<file path="config.mk">
export PLATFORM = sky130hd
export DESIGN_NAME = wrf_nibble_demux_flat
export DESIGN_NICKNAME = d
export VERILOG_FILES = /design/src/rtl/wrf_pkg.sv /design/src/rtl/wrf_nibble_demux_if.sv /design/src/rtl/wrf_nibble_assembler.sv /design/src/rtl/wrf_nibble_demux.sv /design/src/flat_wrapper.sv
export SDC_FILE = /design/constraint.sdc
export NUM_CORES = 1
export LEC_CHECK = 0
export CORE_UTILIZATION = 30
export CTS_CLUSTER_DIAMETER = 30
export CTS_CLUSTER_SIZE = 10
export DETAILED_ROUTE_END_ITERATION = 10
export PLACE_DENSITY = 0.55
export SLEW_MARGIN = 5
export SYNTH_ARGS = -nofsm -noshare
export SYNTH_HDL_FRONTEND = slang
export SYNTH_HIERARCHICAL = 1
export SYNTH_SLANG_ARGS = --single-unit
</file>
<file path="constraint.sdc">
create_clock -name sysclk -period 2.35 [get_ports sysclk]
set_input_delay 0.235 -clock sysclk [delete_from_list [all_inputs] [get_ports sysclk]]
set_output_delay 0.235 -clock sysclk [all_outputs]
set_load 0.01 [all_outputs]
</file>
<file path="src/rtl/wrf_pkg.sv">
// Shared types and constants for the working-register-file
// nibble write demultiplexer.
package wrf_pkg;

  typedef enum logic [1:0] {
    IDLE    = 2'b00,
    COLLECT = 2'b01,
    WRITE   = 2'b10
  } state_t;

  localparam int NIB_W_DEF   = 4;
  localparam int NIBBLES_DEF = 4;

  localparam logic BANK0 = 1'b0;
  localparam logic BANK1 = 1'b1;

  // Counter width; a floor of one bit keeps the
  // declaration legal for degenerate parameter values.
  function automatic int cnt_w(input int n);
    return (n < 2) ? 1 : $clog2(n);
  endfunction

endpackage

</file>
<file path="src/rtl/wrf_nibble_demux_if.sv">
// Nibble stream handshake into the write demultiplexer.
// The master offers nibbles; the slave accepts them.
interface wrf_nibble_demux_if
  import wrf_pkg::*;
#(
  parameter int NIB_W = NIB_W_DEF
);

  logic             in_valid;
  logic             in_ready;
  logic [NIB_W-1:0] in_nib;
  logic             in_sel;
  logic             abort;

  modport master (
    output in_valid,
    output in_nib,
    output in_sel,
    output abort,
    input  in_ready
  );

  modport slave (
    input  in_valid,
    input  in_nib,
    input  in_sel,
    input  abort,
    output in_ready
  );

endinterface

</file>
<file path="src/rtl/wrf_nibble_assembler.sv">
// Slot-addressed shift register and nibble counter.
// Fills a word LSB-first and flags the final slot.
module wrf_nibble_assembler
  import wrf_pkg::*;
#(
  parameter int NIB_W   = NIB_W_DEF,
  parameter int NIBBLES = NIBBLES_DEF,
  parameter int WORD_W  = NIB_W * NIBBLES
) (
  input  logic              clk,
  input  logic              rst,
  input  logic              load,
  input  logic              clear,
  input  logic [NIB_W-1:0]  nib,
  output logic [WORD_W-1:0] word_nxt,
  output logic              last
);

  localparam int CNT_W = cnt_w(NIBBLES);

  logic [CNT_W-1:0]  cnt_q;
  logic [CNT_W-1:0]  cnt_d;
  logic [WORD_W-1:0] word_q;
  logic [WORD_W-1:0] word_d;

  assign last = (cnt_q == CNT_W'(NIBBLES - 1));

  // Word as it will look once the offered nibble lands.
  always_comb begin
    word_nxt = word_q;
    word_nxt[int'(cnt_q)*NIB_W +: NIB_W] = nib;
  end

  always_comb begin
    word_d = word_q;
    cnt_d  = cnt_q;
    if (clear) begin
      cnt_d = '0;
    end else if (load) begin
      word_d = word_nxt;
      cnt_d  = last ? '0 : cnt_q + CNT_W'(1);
    end
  end

  always_ff @(posedge clk or posedge rst) begin
    if (rst) begin
      cnt_q  <= '0;
      word_q <= '0;
    end else begin
      cnt_q  <= cnt_d;
      word_q <= word_d;
    end
  end

endmodule

</file>
<file path="src/rtl/wrf_nibble_demux.sv">
// Assembles nibbles into words and writes them to one
// of two bank registers with a one-cycle write strobe.
module wrf_nibble_demux
  import wrf_pkg::*;
#(
  parameter  int NIB_W   = NIB_W_DEF,
  parameter  int NIBBLES = NIBBLES_DEF,
  localparam int WORD_W  = NIB_W * NIBBLES
) (
  input  logic              sysclk,
  input  logic              sys_rst,
  wrf_nibble_demux_if.slave in_if,
  output logic              wr_stb,
  output logic              wr_bank,
  output logic [WORD_W-1:0] wr_word,
  output logic [WORD_W-1:0] bank0_q,
  output logic [WORD_W-1:0] bank1_q,
  output logic              busy
);

  generate
    if (NIBBLES < 2) begin : g_bad_nibbles
      $error("wrf_nibble_demux: NIBBLES must be >= 2");
    end
  endgenerate

  state_t            state_q;
  state_t            state_d;
  logic              sel_q;
  logic              sel_d;
  logic [WORD_W-1:0] bank0_d;
  logic [WORD_W-1:0] bank1_d;
  logic [WORD_W-1:0] wr_word_q;
  logic [WORD_W-1:0] wr_word_d;
  logic [WORD_W-1:0] word_nxt;
  logic              last;
  logic              accept;
  logic              clear;

  // abort wins over a nibble offered in the same cycle.
  assign accept = in_if.in_valid & in_if.in_ready
                & ~in_if.abort;
  assign clear  = (state_q == COLLECT) & in_if.abort;

  wrf_nibble_assembler #(
    .NIB_W   (NIB_W),
    .NIBBLES (NIBBLES),
    .WORD_W  (WORD_W)
  ) u_asm (
    .clk      (sysclk),
    .rst      (sys_rst),
    .load     (accept),
    .clear    (clear),
    .nib      (in_if.in_nib),
    .word_nxt (word_nxt),
    .last     (last)
  );

  always_ff @(posedge sysclk or posedge sys_rst) begin
    if (sys_rst) begin
      state_q <= IDLE;
    end else begin
      state_q <= state_d;
    end
  end

  always_comb begin
    state_d = state_q;
    unique case (1'b1)
      (state_q == IDLE): begin
        if (accept) state_d = COLLECT;
      end
      (state_q == COLLECT): begin
        if (in_if.abort)       state_d = IDLE;
        else if (accept && last) state_d = WRITE;
      end
      (state_q == WRITE): begin
        state_d = IDLE;
      end
      default: state_d = IDLE;
    endcase
  end

  always_comb begin
    in_if.in_ready = (state_q != WRITE);
    busy           = (state_q != IDLE);
    wr_stb         = (state_q == WRITE);
  end

  // Banks load on the last accept so they are
  // already valid while wr_stb is high.
  always_comb begin
    sel_d     = sel_q;
    bank0_d   = bank0_q;
    bank1_d   = bank1_q;
    wr_word_d = wr_word_q;
    if (accept && state_q == IDLE) begin
      sel_d = in_if.in_sel;
    end
    if (accept && last) begin
      wr_word_d = word_nxt;
      if (sel_q == BANK1) bank1_d = word_nxt;
      else                bank0_d = word_nxt;
    end
  end

  always_ff @(posedge sysclk or posedge sys_rst) begin
    if (sys_rst) begin
      sel_q     <= BANK0;
      bank0_q   <= '0;
      bank1_q   <= '0;
      wr_word_q <= '0;
    end else begin
      sel_q     <= sel_d;
      bank0_q   <= bank0_d;
      bank1_q   <= bank1_d;
      wr_word_q <= wr_word_d;
    end
  end

  assign wr_bank = sel_q;
  assign wr_word = wr_word_q;

endmodule

</file>
<file path="src/flat_wrapper.sv">
// flat-port wrapper written by rule: the top's interface ports become plain ports
module wrf_nibble_demux_flat import wrf_pkg::*;
#(
  parameter  int NIB_W   = NIB_W_DEF,
  parameter  int NIBBLES = NIBBLES_DEF,
  localparam int WORD_W  = NIB_W * NIBBLES
)
  (sysclk, sys_rst, wr_stb, wr_bank, wr_word, bank0_q, bank1_q, busy, in_if_in_valid, in_if_in_nib, in_if_in_sel, in_if_abort, in_if_in_ready);
  wrf_nibble_demux_if #(.NIB_W(NIB_W)) in_if_i ();
  input  logic sysclk;
  input  logic sys_rst;
  output logic wr_stb;
  output logic wr_bank;
  output logic [WORD_W-1:0] wr_word;
  output logic [WORD_W-1:0] bank0_q;
  output logic [WORD_W-1:0] bank1_q;
  output logic busy;
  input wire logic [$bits(in_if_i.in_valid)-1:0] in_if_in_valid;
  input wire logic [$bits(in_if_i.in_nib)-1:0] in_if_in_nib;
  input wire logic [$bits(in_if_i.in_sel)-1:0] in_if_in_sel;
  input wire logic [$bits(in_if_i.abort)-1:0] in_if_abort;
  output wire logic [$bits(in_if_i.in_ready)-1:0] in_if_in_ready;
  assign in_if_i.in_valid = in_if_in_valid;
  assign in_if_i.in_nib = in_if_in_nib;
  assign in_if_i.in_sel = in_if_in_sel;
  assign in_if_i.abort = in_if_abort;
  assign in_if_in_ready = in_if_i.in_ready;
  wrf_nibble_demux #(.NIB_W(NIB_W), .NIBBLES(NIBBLES)) u_core (.sysclk(sysclk), .sys_rst(sys_rst), .in_if(in_if_i), .wr_stb(wr_stb), .wr_bank(wr_bank), .wr_word(wr_word), .bank0_q(bank0_q), .bank1_q(bank1_q), .busy(busy));
endmodule
</file>
==> results.md, run 1 <==
- Slowest cell on the critical path: clkdlybuf4s50_1
- TritonCTS Buffers: 9
- First-pass GRT wire length: 10.77 mm
- Most common cell in the synthesized netlist: dfrtp_1
- Diodes inserted: 0
- Initial antenna violation count: 0
- Layout cells sized above 1: 0.2632
- Area growth from synthesis to layout: 29.94%
- Post_cts resized: 0
- Initial Util: 0.3090
- Status: finished, final reports clean
- Post-route non-filler standard cell count: 440
- Final net count: approximately 310
- Post-Syn Instances: roughly 230
- Placed cells: ~420
- Crit share post-route: 0.8573
- Mean post-synth cell area: between 10 and 15 um2
- Distinct cells, synth: 39
- Fin. max-slew vios: 0
- CP startpoint kind: flip-flop
- Clock Sinks: 69
- Post-CTS Setup Repair Bufs: 0
- CTS tree: done
- Post-synth top cells: dfrtp_1, mux2_2, mux2_4, inv_1, nand2_1
- Rel. slew slack: 0.5007
- Crit Path Category: flip-flop to output pin
- Min-Delay Path Class: input pin to async pin
- Max Cap Viol: 0
- Port bufs: 60
- Arrival @ worst endpoint: around 1.8 ns
- Die height: approximately 100 um
- Synth Warn #: 6
- Worst R2R Start: u_core/u_asm/cnt_q[0]
- Clock buffer depth: 2
- Total I/O pin count: 61
- Residual DRC count: 0
- Worst Reg-to-Reg Cells: 6
- Synth area leaders: dfrtp_1, mux2_2, mux2_4
- CP top delay family: buffers and inverters
- Top cell type's share of synthesized area: 0.5437
- Drt pass-1 iters: 3
- Crit-path max FO: 7
- Clk slew on worst S/H paths: ~0.070 ns
- Critical path data required time: about 2.1 ns
- Synthesis-stage register bit count: 69
- Fin Setup TNS: 0 ns
- CTS Hold Bufs: 0
- 1st-iter DRT viols: 32
- Cell chain of the critical path: nand2b_1 -> clkdlybuf4s50_1
- PwrDens: around 900 mW/mm2
- WL final: 6.572 mm
- WL per Instance: ~15 um
- Final GP Congestion: between 0.7 and 0.8
- Mapped Area: between 0.003 and 0.004 mm2
- Top FF cell, synth: dfrtp_1
- RSZ-0062 raised after global routing: false
- Setup violators final: 0
- Final-report hold violation count: 0
- Core Region: about 0.01 mm2
- GR Util All Layers: 0.1282
- Final Util: 0.4015
- Die W: roughly 100 um
- Clock H-tree levels: 3
- DRT antenna net count: 0
- Clock latency on the worst-skew pair: between 0.3 and 0.4 ns
- Fmax: ~0.50 GHz
- Max Clock Skew: 0.005798 ns
- Async set or reset register ratio after synthesis: 1.000
- Die ar.: around 0.011 mm2
- Synth Net Count: 246
- Slowest stage delay, CP: 0.62 ns
- Buffers plus inverters on the worst setup path: 1
- Post-route cell area: around 0.0041 mm2
- VDD IR-drop max: a little under 0.3 mV
- Area leader, netlist: dfrtp_1
- End of the worst register-to-register path: u_core/wr_word[0]
- Leak: approximately 0.0019 uW
- Vias per Instance: 4.566
- Number of synthesized flops with an enable pin: 0
- CTS root buf: clkbuf_8
- Hpwl dp: approximately 4.6 mm
- Site Rows: 37
- Post-synthesis sequential area ratio: 0.5437
- Setup crit end kind: output pin
- GRT Residual Overflow: 0
- Pin count of the biggest net entering global routing: 28
- Reg2reg setup slack: 0.39 ns
- DP Area: between 0.003 and 0.004 mm2
- Vias in the first global route: 1971
- Routed via count: approximately 2000
- Slew @ Worst Pin: approximately 0.75 ns
- Final Critical Period: just over 2 ns
==> power by group <==
part	switching [uW]	internal, uW	leakage (uW)
Combinational	525	619	0.000878
Clock	440	517	0.0000964
Sequential	139	1400	0.000952
Total	1100	2540	0.00193
==> per-layer routing <==
metal,vias up,GRT usage,share of wire
li1,952,-,-
met1,1006,0.1855,0.51
met2,44,0.1755,0.43
met3,7,0.03930,0.043
met4,0,0.05231,0.014
met5,-,0,0
==> cell type report <==
type,instances,area (um2)
clock buffers,12,145.1
clock inverters,4,47.55
fillers,1006,6151
inverters,18,67.56
multi-input cells,137,1314
flip-flops and latches,69,1727
well taps,136,170.2
repair buffers,64,655.6
==> cells by family after synthesis <==
group | after synthesis | share of synthesized area
AO/OA/AOI/OAI | 31 | 0.07092
XOR/XNOR | 1 | 0.002759
adder cells (fa/ha/maj) | 6 | 0.02364
buffers and inverters | 25 | 0.04255
flip-flops | 69 | 0.5437
multiplexers | 52 | 0.2069
AND/OR/NAND/NOR | 47 | 0.1095
==> state kept, by name, summed over array words and instances (netlist names) <==
register / count
u_core/wr_bank: 1
u_core/u_asm/word_q: 16
u_core/u_asm/cnt_q: 2
u_core/bank0_q: 16
u_core/wr_word: 16
u_core/state_q: 2
u_core/bank1_q: 16
==> how the worst max path moves through the flow <==
| stage | startpoint | end | slack (ns) | depth (start not counted) |
|---|---|---|---|---|
| floorplan | u_core/u_asm/cnt_q[0] | u_core/bank0_q[0] | 0.59 | 7 |
| finish | u_core/state_q[0] | in_if_in_ready | 0.34 | 2 |
| global route | u_core/state_q[0] | wr_stb | 0.22 | 3 |
| global placement | in_if_abort | u_core/bank0_q[1] | 0.37 | 4 |
| CTS | u_core/state_q[0] | wr_stb | 0.31 | 3 |
| detailed placement | in_if_abort | u_core/bank0_q[3] | 0.33 | 4 |
==> layout by cell type, fill, tap and decap left out, types with 4 or more instances in the layout <==
master	count
a22o_1	8
clkbuf_8	10
clkdlybuf4s50_1	60
dfrtp_1	69
ha_1	6
inv_1	17
mux2_2	29
mux2_4	20
nand2_1	15
nand2b_1	4
nor2_1	4
o21ai_0	9
o22ai_1	4
o2bb2ai_1	4
==> per-stage QoR <==
| stage | hold slack (ns) | total power, uW | setup WS [ns] |
|---|---|---|---|
| 5_1_grt | 0.3408 | 3868 | 0.2217 |
| 3_5_place_dp | 0.4663 | 2717 | 0.3341 |
| 6_report | 0.3053 | 3643 | 0.3353 |
| 4_1_cts | 0.3207 | 3699 | 0.3061 |
| 3_3_place_gp | 0.4619 | 2697 | 0.3656 |
| 2_1_floorplan | 0.1736 | 2273 | 0.5901 |
No activity file was read; power rests on OpenSTA's default activity.
==> inputs of run 2 (changes only) <==
SYNTH_HIERARCHICAL = not set   (was 1)
==> results.md, run 2 <==
- Total power: between 4000 and 5000 uW
- Min-Delay Path Class: input pin to async pin
- Arrival @ worst endpoint: around 2.0 ns
- Post-synthesis sequential area ratio: 0.5334
- RSZ-0062 raised after global routing: false
- Max Clock Skew: between 0.01 and 0.015 ns
- Area leader, netlist: dfrtp_1
- Slew @ Worst Pin: roughly 0.57 ns
- Crit Path Category: flip-flop to output pin
- Fin Setup TNS: 0 ns
- Post-synthesis mux area share: 0.08040
- Port bufs: 60
- End of the worst register-to-register path: u_core.bank0_q[3]
- Synth area leaders: dfrtp_1, mux2_2, o32a_2
- Die W: between 100 and 150 um
- Post-CTS Setup Repair Bufs: 0
- Layout cells sized above 1: 0.1891
- Clock latency on the worst-skew pair: 0.34 ns
- Reg power frac: 0.382
- Commonest cells after routing, fill and taps aside: dfrtp_1, clkdlybuf4s50_1, inv_1, mux2_2, a21oi_1
- Clock buffer depth: 2
- 1st-iter DRT viols: 100
- Crit share post-route: 0.9408
- Residual DRC count: 0
- Vias per Instance: slightly above 5
- Top cell type's share of synthesized area: 0.5334
- Synthesis-stage register bit count: 69
- Clock group share of total power: 0.253
- Fill cells: approximately 1000
- Hpwl dp: 5.633 mm
- Adder-Cell Fraction of Synth Area: 0.02319
- Area taken by flip-flops and latches: around 0.0017 mm2
- Diodes inserted: 0
- Post_cts resized: 0
- Compound-gate portion of the synthesized area: 0.1624
- Most common cell in the synthesized netlist: dfrtp_1
- Area growth from synthesis to layout: 31.93%
- Fmax: 0.4523 GHz
- Largest family of logic cells by synthesized area: compound AO/OA/AOI/OAI gates
- Async set or reset register ratio after synthesis: 1.000
- Post-route cell area: 0.004270 mm2
- WL final: 8.404 mm
- Total I/O pin count: a little over 60
- Post-Syn Instances: 276
- GRT Residual Overflow: 0
- Top FF cell, synth: dfrtp_1
- Final Critical Period: around 2.2 ns
- Post-route non-filler standard cell count: just under 500
- NetSw: approximately 1400 uW
- First-pass GRT wire length: roughly 14 mm
- Leak: about 0.0018 uW
- Core Region: about 0.010 mm2
- Die ar.: 0.01121 mm2
- Final net count: 359
- Number of synthesized flops with an enable pin: 0
- Reg2reg setup slack: between 0.2 and 0.3 ns
- Drt pass-1 iters: 4
- Initial antenna violation count: 0
- Comb power frac: 0.365
- CTS Hold Bufs: 0
- Worst Reg-to-Reg Cells: 6
- Die height: approximately 110 um
- Post-synth top cells: dfrtp_1, inv_1, a21oi_1, mux2_2, nand2_1
- Mean post-synth cell area: 11.73 um2
- Final GP Congestion: roughly 0.76
- Setup crit end kind: output pin
- Mapped Area: roughly 0.0032 mm2
- Worst R2R Start: u_core.u_asm.cnt_q[0]
- Vias in the first global route: 2547
- Placed cells: 469
- Most common cell after layout, fill and taps aside: dfrtp_1
- Fin. max-slew vios: 0
- Critical path data required time: ~2.1 ns
- TritonCTS Buffers: 9
- Max Cap Viol: 0
- Site Rows: 37
- Crit-path max FO: 26
- Worst slack at placement: 0.2340 ns
- VDD IR-drop max: 0.4049 mV
- Clock Sinks: a little under 70
- Initial Util: 0.3121
- Synth Area in Simple Gates: 0.1500
- WL per Instance: between 15 and 20 um
- DRT antenna net count: 0
- CTS root buf: clkbuf_8
- Switching share of power: 0.3042
- Cell-internal power: between 3000 and 4000 uW
- Synth Warn #: 0
- Final-report hold violation count: 0
- CTS tree: done
- CP startpoint kind: flip-flop
- Slack of the critical path: between 0.1 and 0.15 ns
- Clk slew on worst S/H paths: 0.08 ns
- Synth Area in XOR/XNOR: 0
- Pin count of the biggest net entering global routing: 70
- GR Util All Layers: 0.1583
- Setup violators final: 0
- Synth Net Count: about 290
- Status: finished, final reports clean
- Distinct cells, synth: 48
- Multi-input logic area: 0.001346 mm2
- PwrDens: 1100 mW/mm2
- Rel. slew slack: 0.6192
- Routed via count: about 2500
- DP Area: 0.004030 mm2
- Clock H-tree levels: 3
run 2: cell count changes in the layout (fill, tap and decap cells not counted), moves of 7 or more:
| cell | before | now |
|---|---|---|
| mux2_4 | 20 | 0 |
| o21ai_0 | 9 | 2 |
| o32a_2 | 0 | 12 |
| a21oi_1 | 0 | 15 |
| a31oi_1 | 0 | 9 |
| nor2b_1 | 0 | 9 |
| buf_4 | 2 | 12 |
| mux2_2 | 29 | 15 |
run 2: cell type report:
class / instances / share of cell area
Tap cell: 136 / 0.03985
Multi-Input combinational cell: 172 / 0.3153
Clock inverter: 4 / 0.02227
Sequential cell: 69 / 0.4043
Clock buffer: 12 / 0.03399
Timing Repair Buffer: 73 / 0.1664
Inverter: 19 / 0.01787
run 2: power by group through the flow:
stage | registers (uW) | clock network, uW | logic, uW
floorplan | 1950 | 0 | 718
global placement | 1820 | 0 | 1700
detailed placement | 1820 | 0 | 1730
CTS | 1800 | 1220 | 1740
global route | 1850 | 1270 | 1860
finish | 1790 | 1190 | 1720
run 2: stage by stage:
stage | hold slack, ns | utilization
6_report | 0.2640 | 0.4118
5_1_grt | 0.3097 | 0.4118
4_1_cts | 0.2801 | 0.4118
2_1_floorplan | 0.3518 | -
3_3_place_gp | 0.4849 | 0.3886
3_5_place_dp | 0.4824 | 0.3886
run 2: worst max path at each step:
stage,from,end,slack [ns],depth (start not counted)
2_1_floorplan,sys_rst,u_core.bank0_q[0],0.38,1
3_3_place_gp,in_if_abort,u_core.bank0_q[3],0.27,5
4_1_cts,u_core.state_q[0],in_if_in_ready,0.12,3
5_1_grt,u_core.state_q[0],in_if_in_ready,0.02,3
6_report,u_core.state_q[0],in_if_in_ready,0.14,3
3_5_place_dp,in_if_abort,u_core.bank0_q[3],0.23,5
run 2: metal layers:
metal  wire, um  part of all wire  vias up  GRT usage
met2       3796              0.45       68     0.2395
li1           -                 -     1148          -
met1       3990              0.47     1237     0.2190
met3        473             0.056        9    0.03587
met4        143             0.017        0    0.06151
met5          0                 0        -          0
run 2: kinds of logic (layout without fill, tap and decap cells):
logic type	count (synthesis)	count (layout)
and+or+nand+nor	75	75
DFF	69	69
AOI/OAI and AO/OA	67	67
buffers and inverters	35	108
muxes	24	24
adders and majority gates	6	6
run 2: critical path, cell delays in order, from the launching register on:
cell and delay, ns:
dfrtp_1 0.46, nand2b_1 0.24, buf_4 0.34, clkdlybuf4s50_1 0.60
==> inputs of run 3 (changes only) <==
ABC_AREA = 1   (was not set)
==> results.md, run 3 <==
- Status: finished, final reports clean
- Clock H-tree levels: 3
- Initial antenna violation count: 0
- Drt pass-1 iters: 4
- Top cell type's share of synthesized area: 0.5594
- Die height: 103.4 um
- Worst R2R Start: u_core.u_asm.cnt_q[1]
- CTS root buf: clkbuf_8
- Area growth from synthesis to layout: 30.97%
- Arrival @ worst endpoint: ~1.5 ns
- Clk slew on worst S/H paths: 0.07 ns
- Final GP Congestion: roughly 0.86
- TritonCTS Buffers: 9
- CTS Hold Bufs: 0
- Crit Path Category: flip-flop to output pin
- Min-Delay Path Class: input pin to async pin
- GR Util All Layers: 0.1602
- Slowest stage delay, CP: 0.55 ns
- Hold WS: 0.1262 ns
- Area leader, netlist: dfrtp_1
- Final net count: roughly 470
- Site Rows: 36
- Residual DRC count: 0
- Synth Warn #: 0
- Post-synthesis sequential area ratio: 0.5594
- CTS tree: done
- Fmax: around 0.57 GHz
- WL per Instance: between 10 and 15 um
- Diodes inserted: 0
- Synthesis-stage register bit count: 69
- Post-CTS Setup Repair Bufs: 0
- Fill cells: slightly above 1000
- Async set or reset register ratio after synthesis: 1.000
- Final Critical Period: roughly 1.8 ns
- GRT Residual Overflow: 0
- Commonest cells after routing, fill and taps aside: nand2_1, dfrtp_1, clkdlybuf4s50_1, inv_1, nor2_1
- Critical path data required time: 2.12 ns
- Multi-input logic area: 0.001200 mm2
- Number of synthesized flops with an enable pin: 0
- Crit share post-route: 0.7486
- Mean post-synth cell area: approximately 7.9 um2
- Top FF cell, synth: dfrtp_1
- Layout cells sized above 1: 0.06710
- Core Region: around 0.0099 mm2
- Final-report hold violation count: 0
- Clock buffer depth: 2
- Mapped Area: ~0.003 mm2
- Vias in the first global route: ~2700
- Crit-path max FO: 3
- Synth Net Count: between 400 and 500
- Fin Setup TNS: 0 ns
- Area taken by flip-flops and latches: ~0.0017 mm2
- Setup crit end kind: output pin
- Vias per Instance: 4.292
- Clock latency on the worst-skew pair: between 0.3 and 0.4 ns
- 1st-iter DRT viols: between 80 and 90
- Post-synth top cells: nand2_1, dfrtp_1, inv_1, nor2_1, nand3_1
- CP startpoint kind: flip-flop
- Slowest cell on the critical path: clkdlybuf4s50_1
- End of the worst register-to-register path: u_core.bank0_q[12]
- Worst slack at placement: around 0.66 ns
- Die ar.: 0.01070 mm2
- Cell chain of the critical path: inv_1 -> nand2_1 -> clkdlybuf4s50_1
- PwrDens: 1057 mW/mm2
- Leak: ~0.0022 uW
- Hpwl dp: between 5 and 6 mm
- Reg2reg setup slack: between 0.6 and 0.7 ns
- Pin count of the biggest net entering global routing: 39
- Clock Sinks: just under 70
- WL final: 7.665 mm
- Distinct cells, synth: 21
- VDD IR-drop max: approximately 0.42 mV
- Fin. max-slew vios: 0
- Worst Reg-to-Reg Cells: 9
- Most common cell in the synthesized netlist: nand2_1
- Synth area leaders: dfrtp_1, nand2_1, ha_1
- Setup violators final: 0
- Initial Util: 0.3129
- First-pass GRT wire length: about 13 mm
- RSZ-0062 raised after global routing: false
- Port bufs: 60
- Most common cell after layout, fill and taps aside: nand2_1
- Max Clock Skew: 0.005090 ns
- Rel. slew slack: 0.7234
- Die W: 103.4 um
- Total I/O pin count: 61
- Slack of the critical path: approximately 0.6 ns
- Routed via count: about 2600
- DRT antenna net count: 0
- Slew @ Worst Pin: 0.4139 ns
- Post-Syn Instances: ~390
- Post_cts resized: 0
- Max Cap Viol: 0
-- run 3: cell count changes after synthesis, moves of 8 or more --
cell      before  now
a21oi_1       15    1
a22o_1        10    0
a31oi_1        9    0
clkbuf_1       9    1
mux2_2        15    0
mux2i_1        8    0
nand2_1       13  246
nand2b_1       9    0
nor2b_1        9    0
o32a_2        12    0
-- run 3: worst max-delay path, delay by kind of cell, from the launching register on --
| family | cells | cell delay (ns) |
|---|---|---|
| buf+inv | 2 | 0.65 |
| flops | 1 | 0.43 |
| simple gates | 1 | 0.11 |
-- run 3: stage by stage --
stage | instances | cell area [um2] | power (uW) | utilization
detailed placement | 579 | 3850 | 3337 | 0.3903
CTS | 595 | 4043 | 4327 | 0.4098
floorplan | 389 | 3087 | 2575 | -
finish | 595 | 4043 | 4272 | 0.4098
global route | 595 | 4043 | 4593 | 0.4098
global placement | 579 | 3850 | 3320 | 0.3903
-- run 3: power breakdown --
| part | internal [uW] | switching (uW) |
|---|---|---|
| Sequential | 1540 | 211 |
| Clock | 517 | 442 |
| Combinational | 725 | 842 |
-- run 3: cell type report --
type	count	area share
clock buffer	12	0.03590
clock inverter	4	0.01176
inverter	23	0.02259
multi-input combinational	287	0.2968
sequential	69	0.4271
tap	133	0.04116
timing repair buffer	67	0.1647
-- run 3: cell families (layout without fill, tap and decap cells) --
group,count (synthesis),count (layout),synth area share
buffers and inverters,33,106,0.05188
adders and majority gates,6,6,0.02432
and+or+nand+nor,277,277,0.3575
DFF,69,69,0.5594
AOI/OAI and AO/OA,4,4,0.006891
-- run 3: per-layer routing --
metal  global-route usage  vias up  routed length (um)
li1                     -     1309                   -
met1               0.2192     1179                3807
met2               0.2491       58                3419
met3              0.04301        8                 369
met4              0.04659        0                  69
met5                    0        -                   0
-- run 3: worst max-delay path by stage --
stage	endpoint	depth (start not counted)	start	slack [ns]
final	busy	3	u_core.state_q[1]	0.59
after detailed placement	u_core.wr_word[8]	7	in_if_abort	0.66
after floorplan	u_core.bank0_q[0]	1	sys_rst	0.38
after global placement	u_core.bank1_q[15]	9	u_core.u_asm.cnt_q[1]	0.69
after CTS	busy	3	u_core.state_q[1]	0.58
after global routing	u_core.bank0_q[15]	9	u_core.u_asm.cnt_q[0]	0.50
